## config.mk

```make
export PLATFORM = sky130hd
export DESIGN_NAME = uart_rx_axis
export DESIGN_NICKNAME = d
export VERILOG_FILES = /design/src/rtl/uart_rx_axis.sv
export SDC_FILE = /design/constraint.sdc
export NUM_CORES = 1
export LEC_CHECK = 0
export BUFFER_PORTS_ARGS = -buffer_cell sky130_fd_sc_hd__buf_2
export CAP_MARGIN = 20
export CORE_UTILIZATION = 52
export CTS_CLUSTER_DIAMETER = 150
export DETAILED_ROUTE_END_ITERATION = 6
export PLACE_DENSITY = 0.68
export SYNTH_ARGS = -nofsm -noshare
export SYNTH_HDL_FRONTEND = slang
export SYNTH_SLANG_ARGS = --single-unit
```

## constraint.sdc

```tcl
create_clock -name clk -period 3.5 [get_ports clk]
set_input_delay 0.7 -clock clk [delete_from_list [all_inputs] [get_ports clk]]
set_output_delay 0.7 -clock clk [all_outputs]
set_load 0.02 [all_outputs]
```

## src/rtl/uart_rx_axis.sv

```systemverilog
// 8N1 UART receiver feeding an AXI-Stream master through a small FIFO.
// Idle gaps on the line close packets: the last byte before the gap carries m_axis_last.
//
//   state   | meaning
//   --------+---------------------------------------------------------
//   S_IDLE  | line idle, waiting for a falling edge on rxs
//   S_START | timing to mid start bit, rejects glitches shorter than half a bit
//   S_DATA  | sampling 8 data bits LSB first, one per bit period
//   S_STOP  | timing to mid stop bit, then back to idle
module uart_rx_axis #(
    parameter int CLKS_PER_BIT = 434,
    parameter int FIFO_DEPTH   = 8,
    parameter int IDLE_BITS    = 20
) (
    input  logic                          clk,
    input  logic                          rst,
    input  logic                          uart_rx,
    output logic [7:0]                    m_axis_data,
    output logic                          m_axis_valid,
    output logic                          m_axis_last,
    input  logic                          m_axis_ready,
    output logic                          frame_err,
    output logic                          overrun,
    output logic [$clog2(FIFO_DEPTH):0]   fifo_count
);

    localparam int CNT_W      = $clog2(CLKS_PER_BIT);
    localparam int IDLE_LIMIT = IDLE_BITS * CLKS_PER_BIT;
    localparam int IDLE_W     = $clog2(IDLE_LIMIT + 1);
    localparam int PTR_W      = $clog2(FIFO_DEPTH);

    localparam logic [1:0] S_IDLE  = 2'd0;
    localparam logic [1:0] S_START = 2'd1;
    localparam logic [1:0] S_DATA  = 2'd2;
    localparam logic [1:0] S_STOP  = 2'd3;

    localparam logic [CNT_W-1:0] HALF_LOAD = CNT_W'(CLKS_PER_BIT / 2 - 1);
    localparam logic [CNT_W-1:0] FULL_LOAD = CNT_W'(CLKS_PER_BIT - 1);

    logic              rx_meta, rxs;
    logic [1:0]        state;
    logic [CNT_W-1:0]  bit_tmr;
    logic [2:0]        bit_idx;
    logic [7:0]        shift;
    logic [7:0]        pend_data;
    logic              pend_valid;
    logic [IDLE_W-1:0] idle_cnt;
    logic [8:0]        mem [FIFO_DEPTH];
    logic [PTR_W-1:0]  wr_ptr, rd_ptr;

    logic       tmr_tc, stop_sample, good_byte, start_seen, timeout;
    logic       push, push_ok, pop;
    logic [8:0] push_word;

    assign tmr_tc      = (bit_tmr == '0);
    assign stop_sample = (state == S_STOP) && tmr_tc;
    assign good_byte   = stop_sample && rxs;
    assign start_seen  = (state == S_IDLE) && !rxs;
    assign timeout     = pend_valid && (idle_cnt == IDLE_W'(IDLE_LIMIT));
    // A timeout closes the held byte as last; otherwise a new good byte releases it as non-last.
    assign push        = timeout || (good_byte && pend_valid);
    assign push_word   = {timeout, pend_data};
    assign pop         = m_axis_valid && m_axis_ready;
    assign push_ok     = push && ((fifo_count < (PTR_W + 1)'(FIFO_DEPTH)) || pop);

    always_ff @(posedge clk or posedge rst) begin
        if (rst) begin
            rx_meta <= 1'b1;
            rxs     <= 1'b1;
        end else begin
            rx_meta <= uart_rx;
            rxs     <= rx_meta;
        end
    end

    always_ff @(posedge clk or posedge rst) begin
        if (rst) begin
            state   <= S_IDLE;
            bit_tmr <= '0;
            bit_idx <= '0;
            shift   <= '0;
        end else begin
            case (state)
                S_IDLE: begin
                    if (!rxs) begin
                        state   <= S_START;
                        bit_tmr <= HALF_LOAD;
                    end
                end
                S_START: begin
                    if (tmr_tc) begin
                        if (!rxs) begin
                            state   <= S_DATA;
                            bit_tmr <= FULL_LOAD;
                            bit_idx <= '0;
                        end else begin
                            state <= S_IDLE;
                        end
                    end else begin
                        bit_tmr <= bit_tmr - 1'b1;
                    end
                end
                S_DATA: begin
                    if (tmr_tc) begin
                        shift   <= {rxs, shift[7:1]};
                        bit_tmr <= FULL_LOAD;
                        if (bit_idx == 3'd7) state <= S_STOP;
                        else                 bit_idx <= bit_idx + 1'b1;
                    end else begin
                        bit_tmr <= bit_tmr - 1'b1;
                    end
                end
                default: begin
                    // Leave mid stop bit so the next start edge is not missed.
                    if (tmr_tc) state <= S_IDLE;
                    else        bit_tmr <= bit_tmr - 1'b1;
                end
            endcase
        end
    end

    always_ff @(posedge clk or posedge rst) begin
        if (rst) begin
            pend_data  <= '0;
            pend_valid <= 1'b0;
            idle_cnt   <= '0;
        end else begin
            if (good_byte) begin
                pend_data  <= shift;
                pend_valid <= 1'b1;
            end else if (timeout) begin
                pend_valid <= 1'b0;
            end
            if (stop_sample || start_seen)
                idle_cnt <= '0;
            else if ((state == S_IDLE) && pend_valid && !timeout)
                idle_cnt <= idle_cnt + 1'b1;
        end
    end

    always_ff @(posedge clk) begin
        if (push_ok) mem[wr_ptr] <= push_word;
    end

    always_ff @(posedge clk or posedge rst) begin
        if (rst) begin
            wr_ptr     <= '0;
            rd_ptr     <= '0;
            fifo_count <= '0;
            frame_err  <= 1'b0;
            overrun    <= 1'b0;
        end else begin
            if (push_ok) wr_ptr <= wr_ptr + 1'b1;
            if (pop)     rd_ptr <= rd_ptr + 1'b1;
            if (push_ok && !pop)      fifo_count <= fifo_count + 1'b1;
            else if (!push_ok && pop) fifo_count <= fifo_count - 1'b1;
            frame_err <= stop_sample && !rxs;
            overrun   <= push && !push_ok;
        end
    end

    assign m_axis_valid = (fifo_count != '0);
    assign m_axis_data  = m_axis_valid ? mem[rd_ptr][7:0] : 8'h00;
    assign m_axis_last  = m_axis_valid ? mem[rd_ptr][8]   : 1'b0;

endmodule

```

==> impl_summary.md <==
GRT
In the global route stage, overall resource usage came out at 0.196. The total congestion overflow after global routing is 0. The number of antenna violations at the first check in global routing was 0. The via count of the first global-routing pass is 3334. The largest net degree at the start of global routing is 38. The wire length of the first global-routing pass is 16700 um.

Critical path
STA classifies the critical path endpoint as a register. Walking the worst path, the cells encountered are inv_1 > ha_1 > nor4b_4 > nand4_1 > a21oi_4 > ha_1 > inv_1 > ha_1 > a21o_1 > a21oi_1 > xnor2_1 > nor2_1 > xor2_1. The cell seen most often among critical-path stages is ha_1. The critical path contains buffers and inverters numbering 2 combined. The required time at the endpoint of the critical path is about 4 ns.

On the worst path, the slowest cell contributes a delay of just over 0.4 ns. Among cell families on the critical path, the largest total delay comes from compound AO/OA/AOI/OAI gates. On the critical path, the stage with the largest delay is an instance of dfrtp_1.

The largest fanout on the critical path is 9. The arrival time at the worst endpoint is ~3.4 ns. The worst setup path is of the register to register kind. The worst setup path is launched from a register.

Clocking
After clock tree synthesis, the clock-pin slew on the worst setup and hold paths is roughly 0.06 ns. The total CTS buffers is 17. Buffers added to address setup during post-CTS repair amount to 0.

The insertion delay to the later sink of the worst-skew pair is between 0.5 and 0.6 ns. The H-tree generated during clock tree synthesis spans 4 levels. The quantity of hold-fixing buffers added after cts is 0. After clock tree synthesis, the repair step resized 0 gates. Clock tree synthesis found a total of ~130 sinks. No sink is reached through more buffers than the 2 on the longest clock path. The TritonCTS clock tree is done. Clock tree synthesis selected as its root buffer the cell clkbuf_8.

Pwr
In this run the power density over the cells is roughly 640 nW/um^2. The fraction of power spent switching nets is 0.276. The analysis attributes to cell leakage a power of roughly 0.0028 uW.

The portion of total power attributed to combinational logic is 0.190. The share of total power in sequential cells is 0.416. Of the total power, the clock network draws 0.394. The power spent charging and discharging nets is 1180 uW. The internal power component is 3090 uW. The worst-case IR drop observed on VDD is about 0.53 mV.

Floorplan
The floorplan step defined a core boundary enclosing 10800 sq um. The number of cell rows is 38. The top-level I/O count is 20. The die outline height is about 110 um. The x dimension of the die is ~110 um. The die outline area is ~12000 sq um.

For this configuration, the core starts out at a cell density of 0.534.

Synthesis
The gate count of the mapped netlist is between 300 and 400. The number of flops mapped to enable cells by yosys is between 70 and 80. The count of distinct cell types in the synthesized netlist is 56. Synthesis produced a netlist with a net count of 413. The cell accounting for the most synthesized area is edfxtp_1. The most used standard cell by instance count after synthesis is edfxtp_1. In the synthesized netlist the dominant register cell turns out to be edfxtp_1. The share of the Yosys chip area taken by registers is 0.629. After synthesis, the most frequently instantiated cells are 72 x edfxtp_1, 57 x dfrtp_1, 34 x nor2_1.

The post-synthesis instance area is approximately 5800 sq um. The post-synthesis area per instance is between 10 and 15 sq um. In the synthesized netlist the async set-or-reset flop fraction comes to 0.450. The synthesis-stage register bit count is approximately 130. The synthesis warning total is 0. Yosys attributes the largest share of cell area to edfxtp_1 37%, dfrtp_1 25%, mux4_2 7.0%. The share of synthesized area in the top cell type comes to 0.373.

Place
At the end of routability-driven placement, the weighted congestion stood at 0.854. The half-perimeter wire length after placement is roughly 6500 um. The count of buffers added on input and output ports is 19. The instance area after placement is around 6000 sq um.

Drt
The number of vias per cell after detailed routing is ~5.6. The first routing iteration left 150 violations. The remaining number of nets flagged by the antenna check after routing is 0. The first-pass detailed-route iteration total is 4.

The routed layout has 3268 vias. The total wire length after detailed routing is 10000 um. The final routed DRC violation total is 0. The routed length per instance is 17.3 um.

STA
The highest clock rate is approximately 330 MHz. For the pin with the worst max-slew slack, the measured transition is between 0.7 and 0.8 ns. For the final routed database, the setup TNS stands at 0 ns. In the finished design, the share of the clock period the worst path needs comes to 0.856.

The number of pins with negative max-slew slack in the final report is 0. The number of failing setup endpoints in the final timing report is 0. The smallest clock period supported by the final layout is computed as approximately 3 ns. The max-slew headroom at the worst pin is 0.494. Setup repair after global routing left no endpoint under its margin.

The number of hold-slack violations in the final timing report was 0. The setup clock skew after layout is roughly 0.0089 ns.

Finish
The final net count is 450. Of the cells placed in the final design, the portion with a size suffix greater than 1 is 0.267. The count of antenna diodes in the layout is 0. Once layout is done, the placed cells without fillers occupy 6660 sq um. Relative to the synthesized area, the layout overhead comes to 15.1%.

Run status
The flow ran to the end, and the final reports show no timing, DRC or antenna violations.

Job
The reported max-cap violation count is 0.

Hold path
The tightest min-delay check is of the input port to asynchronous set/reset pin type.
-- power by group through the flow --
stage,clock [uW],combinational [uW],sequential [uW]
4_1_cts,1710,830,1780
2_1_floorplan,0,645,1760
3_5_place_dp,0,824,1810
5_1_grt,1780,885,1790
6_report,1680,810,1770
3_3_place_gp,0,813,1810
-- stage by stage --
stage | setup WS, ns | total power [uW] | hold WS [ns] | instances | utilization
floorplan | 0.594 | 2400 | 0.345 | 392 | -
global placement | 0.628 | 2620 | 0.348 | 550 | 0.562
detailed placement | 0.489 | 2630 | 0.347 | 550 | 0.562
CTS | 0.476 | 4320 | 0.192 | 582 | 0.615
global route | 0.208 | 4450 | 0.216 | 582 | 0.615
finish | 0.504 | 4270 | 0.201 | 582 | 0.615
-- final cells by class --
class / count / area, sq um
Multi-Input combinational cell: 237 / 2050
Fill cell: 846 / 4180
Clock inverter: 14 / 155
Sequential cell: 131 / 3640
Clock buffer: 18 / 418
Tap cell: 140 / 175
Inverter: 12 / 45.0
Timing Repair Buffer: 30 / 178
-- placed cells by master (no fill, tap or decap), drive strengths merged, types with 3 or more instances in the layout --
cell / instances
nand4: 7
nor3b: 3
clkbuf: 18
o22a: 3
ha: 16
inv: 16
mux4: 18
xor2: 13
a21oi: 10
nor4b: 3
nand2: 22
a22o: 4
and3: 8
nand3: 10
a21o: 4
buf: 30
xnor2: 8
nor2: 34
o21ai: 10
mux2: 19
clkinv: 6
or3: 3
edfxtp: 72
a31oi: 3
mux2i: 11
nor4: 3
nor3: 5
dfrtp: 57
-- worst paths after layout --
path	start	to	slack (ns)	cells past startpoint
min in group clk	uart_rx	rx_meta	0.28	1
worst max register to register	bit_tmr[0]	fifo_count[3]	0.50	13
worst min-delay path	rst	bit_tmr[5]	0.20	2
max in group asynchronous	rst	rxs	2.45	3
worst max-delay path	bit_tmr[0]	fifo_count[3]	0.50	13
worst min register to register	rx_meta	rxs	0.36	0
-- per-layer routing --
layer,part of all wire,vias up,routed length (um),global-route usage
li1,-,1559,-,-
met1,0.44,1637,4440,0.251
met2,0.51,66,5090,0.318
met3,0.045,6,453,0.0605
met4,0.0065,0,65,0.0636
met5,0,-,0,0
-- cells by family after synthesis --
group | after synthesis | share of synthesized area
DFF | 131 | 0.629
and+or+nand+nor | 106 | 0.101
muxes | 48 | 0.126
AOI/OAI and AO/OA | 45 | 0.0568
buffers and inverters | 24 | 0.0177
xor gates and xnor gates | 21 | 0.0318
adders and majority gates | 17 | 0.0380
-- worst register-to-register path: stages (launching register included) --
cell and delay (ns):
dfrtp_1 0.41, inv_1 0.13, ha_1 0.17, nor4b_4 0.31, nand4_1 0.26, a21oi_4 0.34, ha_1 0.23, inv_1 0.09
ha_1 0.27, a21o_1 0.17, a21oi_1 0.17, xnor2_1 0.13, nor2_1 0.06, xor2_1 0.14
-- state kept, by name, indices dropped and copies added, names as in the netlist --
signal / cells
bit_idx: 3
bit_tmr: 9
fifo_count: 4
frame_err: 1
idle_cnt: 14
mem: 72
overrun: 1
pend_data: 8
pend_valid: 1
rd_ptr: 3
rx_meta: 1
rxs: 1
shift: 8
state: 2
wr_ptr: 3
No activity file was read; power rests on OpenSTA's default activity.
